`src/rtl/led_meter_pkg.sv`:
```
// Shared types, default thresholds and the saturating rectifier for the level meter.
// Pure declarations: no latency, no flow control.
// The most negative sample saturates to full-scale magnitude.
package led_meter_pkg;

    localparam int DEF_DWIDTH        = 15;
    localparam int DEF_MW            = DEF_DWIDTH - 1;
    localparam int DEF_TH0           = 512;
    localparam int DEF_TH1           = 2048;
    localparam int DEF_TH2           = 6144;
    localparam int DEF_TH3           = 12288;
    localparam int DEF_CLIP_TH       = 16000;
    localparam int DEF_DECAY_SAMPLES = 64;
    localparam int DEF_DECAY_SHIFT   = 4;
    localparam int DEF_HOLD_SAMPLES  = 24000;

    typedef logic [DEF_MW-1:0] mag_t;

    function automatic mag_t sat_abs(input logic signed [DEF_DWIDTH-1:0] d);
        logic [DEF_DWIDTH-1:0] m;
        m = d[DEF_DWIDTH-1] ? unsigned'(-d) : unsigned'(d);
        // Only -2^(DWIDTH-1) keeps its sign bit after negation.
        return m[DEF_DWIDTH-1] ? '1 : m[DEF_MW-1:0];
    endfunction

endpackage

```
`src/rtl/led_level_meter_peak_follower.sv`:
```
// Peak envelope: instant attack, stepped decay of max(peak>>DECAY_SHIFT, 1) every DECAY_SAMPLES valid samples.
// Latency: peak reflects a valid sample one edge after it is presented.
// No backpressure: accepts a sample on every clock; clear has priority over valid.
module peak_follower #(
    parameter int MW            = 14,
    parameter int DECAY_SAMPLES = 64,
    parameter int DECAY_SHIFT   = 4
) (
    input  logic          clk_i,
    input  logic          rst_n_i,
    input  logic [MW-1:0] mag,
    input  logic          valid,
    input  logic          clear,
    output logic [MW-1:0] peak
);

    localparam int CW = (DECAY_SAMPLES > 1) ? $clog2(DECAY_SAMPLES) : 1;

    logic [CW-1:0] decay_cnt;
    logic          wrap;
    logic [MW-1:0] step;

    assign wrap = (decay_cnt == CW'(DECAY_SAMPLES - 1));

    // Step never exceeds a non-zero peak, so subtraction cannot underflow.
    always_comb begin
        step = peak >> DECAY_SHIFT;
        if (step == '0) step = MW'(1);
    end

    always_ff @(posedge clk_i or negedge rst_n_i) begin
        if (!rst_n_i) begin
            peak      <= '0;
            decay_cnt <= '0;
        end else if (clear) begin
            peak      <= '0;
            decay_cnt <= '0;
        end else if (valid) begin
            decay_cnt <= wrap ? '0 : decay_cnt + CW'(1);
            if (mag > peak) begin
                peak <= mag;
            end else if (wrap && (peak != '0)) begin
                peak <= peak - step;
            end
        end
    end

endmodule

```
`src/rtl/led_level_meter.sv`:
```
// Audio level meter: rectify, peak-follow, thermometer-encode to 4 LEDs plus held clip flag on LED3.
// Latency: mag at the tick edge, peak one edge later, leds_o one edge after that.
// No backpressure: full rate on back-to-back ticks; enable_i low clears all state.
module led_level_meter
    import led_meter_pkg::*;
#(
    parameter int DWIDTH        = DEF_DWIDTH,
    parameter int TH0           = DEF_TH0,
    parameter int TH1           = DEF_TH1,
    parameter int TH2           = DEF_TH2,
    parameter int TH3           = DEF_TH3,
    parameter int CLIP_TH       = DEF_CLIP_TH,
    parameter int DECAY_SAMPLES = DEF_DECAY_SAMPLES,
    parameter int DECAY_SHIFT   = DEF_DECAY_SHIFT,
    parameter int HOLD_SAMPLES  = DEF_HOLD_SAMPLES
) (
    input  logic              clk_i,
    input  logic              rst_n_i,
    input  logic              sample_tick_i,
    input  logic              enable_i,
    input  logic [DWIDTH-1:0] data_i,
    output logic [3:0]        leds_o,
    output logic [DWIDTH-2:0] peak_o
);

    localparam int MW = DWIDTH - 1;
    localparam int HW = $clog2(HOLD_SAMPLES + 1);

    logic [MW-1:0] mag_r;
    logic          tick_d;
    logic [MW-1:0] peak;
    logic [HW-1:0] hold_cnt;

    always_ff @(posedge clk_i or negedge rst_n_i) begin
        if (!rst_n_i) begin
            mag_r  <= '0;
            tick_d <= 1'b0;
        end else begin
            tick_d <= sample_tick_i & enable_i;
            if (sample_tick_i && enable_i) begin
                mag_r <= sat_abs(data_i);
            end
        end
    end

    peak_follower #(
        .MW            (MW),
        .DECAY_SAMPLES (DECAY_SAMPLES),
        .DECAY_SHIFT   (DECAY_SHIFT)
    ) u_peak (
        .clk_i   (clk_i),
        .rst_n_i (rst_n_i),
        .mag     (mag_r),
        .valid   (tick_d),
        .clear   (~enable_i),
        .peak    (peak)
    );

    // Clip hold counts sample ticks, not clocks; a new clip restarts it.
    always_ff @(posedge clk_i or negedge rst_n_i) begin
        if (!rst_n_i) begin
            hold_cnt <= '0;
        end else if (!enable_i) begin
            hold_cnt <= '0;
        end else if (tick_d) begin
            if (mag_r >= MW'(CLIP_TH)) begin
                hold_cnt <= HW'(HOLD_SAMPLES);
            end else if (hold_cnt != '0) begin
                hold_cnt <= hold_cnt - HW'(1);
            end
        end
    end

    always_ff @(posedge clk_i or negedge rst_n_i) begin
        if (!rst_n_i) begin
            leds_o <= '0;
        end else if (!enable_i) begin
            leds_o <= '0;
        end else begin
            leds_o <= {(peak >= MW'(TH3)) | (hold_cnt != '0),
                       peak >= MW'(TH2),
                       peak >= MW'(TH1),
                       peak >= MW'(TH0)};
        end
    end

    assign peak_o = peak;

endmodule

```
`config.mk`:
```
export PLATFORM = sky130hd
export DESIGN_NAME = led_level_meter
export DESIGN_NICKNAME = d
export VERILOG_FILES = /design/src/rtl/led_meter_pkg.sv /design/src/rtl/led_level_meter_peak_follower.sv /design/src/rtl/led_level_meter.sv
export SDC_FILE = /design/constraint.sdc
export NUM_CORES = 1
export LEC_CHECK = 0
export BUFFER_PORTS_ARGS = -buffer_cell sky130_fd_sc_hd__buf_2
export CAP_MARGIN = 15
export CORE_MARGIN = 2
export CORE_UTILIZATION = 65
export DETAILED_ROUTE_END_ITERATION = 6
export PLACE_DENSITY_LB_ADDON = 0.12
export SETUP_SLACK_MARGIN = 0.1
export SLEW_MARGIN = 10
export SYNTH_ARGS = -nofsm -noshare
export SYNTH_HDL_FRONTEND = slang
export SYNTH_HIERARCHICAL = 1
export SYNTH_SLANG_ARGS = --single-unit
```
`constraint.sdc`:
```
create_clock -name clk_i -period 6.8 [get_ports clk_i]
set_input_delay 0.34 -clock clk_i [delete_from_list [all_inputs] [get_ports clk_i]]
set_output_delay 0.34 -clock clk_i [all_outputs]
set_load 0.02 [all_outputs]
```
==> results.sh <==
export IMPL_status="complete, no violations"
export IMPL_num_antenna_cells=0
export IMPL_grt_max_degree=55
export IMPL_grt_pass1_wl_um=14800
export IMPL_firstDrtPassIters=5
export IMPL_fp_dieH_um=80.8
export IMPL_slew_headroom=0.480
export IMPL_startpoint_type="flip-flop"
export IMPL_pre_cts_ws_ns=3.47
export IMPL_synth_avg_cell_area_sq_um=8.51
export IMPL_fin_worst_skew_ns=0.0115
export IMPL_synth_cell_types=60
export IMPL_path_cells="or4_1 > or3_1 > nand2_1 > ha_1 > inv_1 > fa_1 > a211oi_1 > nor2_1 > o211ai_1 > nand2_1 > nor3_1 > a21oi_1 > o22ai_1"
export IMPL_required_ns=7.04
export IMPL_hold_violations=0
export IMPL_ctsHoldBuffers=0
export IMPL_hpwlAfterDp_um=6430
export IMPL_seq_area_frac_synth=0.353
export IMPL_synth_nets=497
export IMPL_nets=525
export IMPL_antenna_found_initial=0
export IMPL_min_period_ns=3.36
export IMPL_numClockSinks=54
export IMPL_synth_area_leaders="dfrtp_1 35%, ha_1 8.8%, a21oi_1 5.4%"
export IMPL_crit_fanout=6
export IMPL_hold_ws_ns=0.128
export IMPL_setup_slack_ns=3.44
export IMPL_layout_common_cells="54 x dfrtp_1, 47 x nor2_1, 41 x a21oi_1, 41 x nand2_1, 36 x buf_2"
export IMPL_start_util=0.683
export IMPL_drive_gt1_frac=0.140
export IMPL_root_buffer="clkbuf_8"
export IMPL_drc=0
export IMPL_cp_num_buf_inv=1
export IMPL_synth_top_area_frac=0.353
export IMPL_maxCapViolCount=0
export IMPL_period_share=0.494
export IMPL_rsz0062_at_grt="no"
export IMPL_clk_path_buf_depth=2
export IMPL_setup_violations=0
export IMPL_slowest_delay_ns=0.53
export IMPL_cpMaxStageDelayCell="or4_1"
export IMPL_wirelength_um=8960
export IMPL_endpoint_kind="flip-flop"
export IMPL_synth_edf_count=0
export IMPL_vdd_ir_drop_max_uv=296
export IMPL_cts_tree="yes"
export IMPL_syn_inst=450
export IMPL_worstHoldPathType="in -> async"
export IMPL_synth_warnings=6
export IMPL_die_w_um=80.8
export IMPL_cts_htree_levels=2
export IMPL_tns_ns=0
export IMPL_drt_iter0_drc=253
export IMPL_portBuffers=36
export IMPL_cpMostUsedCell="nand2_1"
export IMPL_cts_made_buffers=5
export IMPL_worstSetupPathType="reg -> reg"
export IMPL_die_area_sq_um=6520
export IMPL_cts_resized_gates=0
export IMPL_wl_per_cell_um=16.3
export IMPL_synth_ff_type="dfrtp_1"
export IMPL_num_rows=27
export IMPL_p_leak_uw=0.00187
export IMPL_async_flop_share=1.00
export IMPL_place_gp_congestion=0.958
export IMPL_maxSlewViolCount=0
export IMPL_yosys_area_top_type="dfrtp_1"
export IMPL_mappedNetlistArea_sq_um=3830
export IMPL_max_freq_mhz=298
export IMPL_overflow=0
export IMPL_power_density_nw_per_um2=478
export IMPL_core_sq_um=5610
export IMPL_ant_nets=0
export IMPL_synth_seq_cells=54
export IMPL_critPathTopFamily="simple AND/OR/NAND/NOR gates"
export IMPL_tightest_slew_ns=0.774
export IMPL_path_clk_slew_ns=0.11
export IMPL_areaGrowthSynthToFinish_pct=7.68
export IMPL_vias=3458
export IMPL_final_common_cell="dfrtp_1"
export IMPL_worstSkewPairLatency_ns=0.32
export IMPL_drt_vias_per_instance=6.28
export IMPL_grt_use_total=0.292
export IMPL_critical_path_arrival_ns=3.60
export IMPL_cts_setup_buffers=0
export IMPL_grt_pass1_vias=3136
export IMPL_io_pins=37
==> cells in the mapped netlist, drive strengths merged (3+ instances only) <==
cell and number:
o21a 5, nor2b 4, nand4 5, nor4b 3, or3 7, or2 5, nor4 4, nor2 47
inv 35, xor2 11, o31a 4, mux2i 9, xnor2 11, clkbuf 10, and2 3, dfrtp 54
or4 10, a211oi 4, o21ai 31, a31oi 3, o31ai 3, nand3 10, o22ai 6, a21oi 45
ha 27, buf 7, nand2 41, nor3 16
==> power by group <==
group          switching [uW]  internal, uW  leakage (uW)
combinational             744           512       0.00113
sequential                113           406      0.000687
clock                     118          76.6     0.0000502
total                     975           994       0.00187
==> cell type report <==
class	count	area [sq um]
Inverter	35	131
Clock buffer	5	68.8
Tap cell	72	90.1
Fill cell	458	1490
Timing Repair Buffer	38	195
Clock inverter	3	28.8
Sequential cell	54	1350
Multi-Input combinational cell	344	2260
==> metrics by stage <==
stage / area, sq um / instances / utilization / total power (uW)
3_3_place_gp: 4030 / 543 / 0.718 / 1710
4_1_cts: 4120 / 551 / 0.735 / 1940
6_report: 4120 / 551 / 0.735 / 1970
2_1_floorplan: 3830 / 450 / - / 1450
5_1_grt: 4120 / 551 / 0.735 / 2130
3_5_place_dp: 4030 / 543 / 0.718 / 1730
==> per-layer routing <==
metal	part of all wire	vias to the layer above	wire length, um	track usage
li1	-	1669	-	-
met1	0.46	1644	4150	0.429
met2	0.46	133	4110	0.456
met3	0.067	12	598	0.0489
met4	0.011	0	101	0.0661
met5	0	-	0	0
==> worst register-to-register path, delay by kind of cell (launching register included) <==
kind                       cells  cell delay (ns)
AOI/OAI and AO/OA              4             0.79
adders and majority gates      2             0.57
buffers and inverters          1             0.05
DFF                            1             0.46
and+or+nand+nor                6             1.41
==> final timing paths <==
check / to / slack, ns / startpoint / cells past startpoint
hold / removal: u_peak/peak[8] / 0.13 / rst_n_i / 2
hold reg to reg: hold_cnt[13] / 0.49 / hold_cnt[13] / 1
setup reg to reg: u_peak/peak[12] / 3.44 / u_peak/peak[8] / 13
min in group clk_i: mag_r[0] / 0.31 / data_i[0] / 3
setup / recovery: u_peak/peak[12] / 3.44 / u_peak/peak[8] / 13
max in group asynchronous: mag_r[2] / 6.21 / rst_n_i / 2
==> cell families (layout without fill, tap and decap cells) <==
| kind of cell | count (synthesis) | count (layout) | share of synthesized area |
|---|---|---|---|
| compound gates | 118 | 118 | 0.197 |
| buf+inv | 52 | 81 | 0.0575 |
| xor+xnor | 22 | 22 | 0.0503 |
| mux | 11 | 11 | 0.0294 |
| simple gates | 165 | 165 | 0.220 |
| fa+ha+maj | 28 | 28 | 0.0935 |
| flops | 54 | 54 | 0.353 |
==> state kept, by name (all words and copies together), names as in the netlist <==
name and count:
u_peak/decay_cnt 6, u_peak/peak 14, leds_o 4, tick_d 1, mag_r 14, hold_cnt 15
Note: power is estimated with default switching activity, not from simulation.
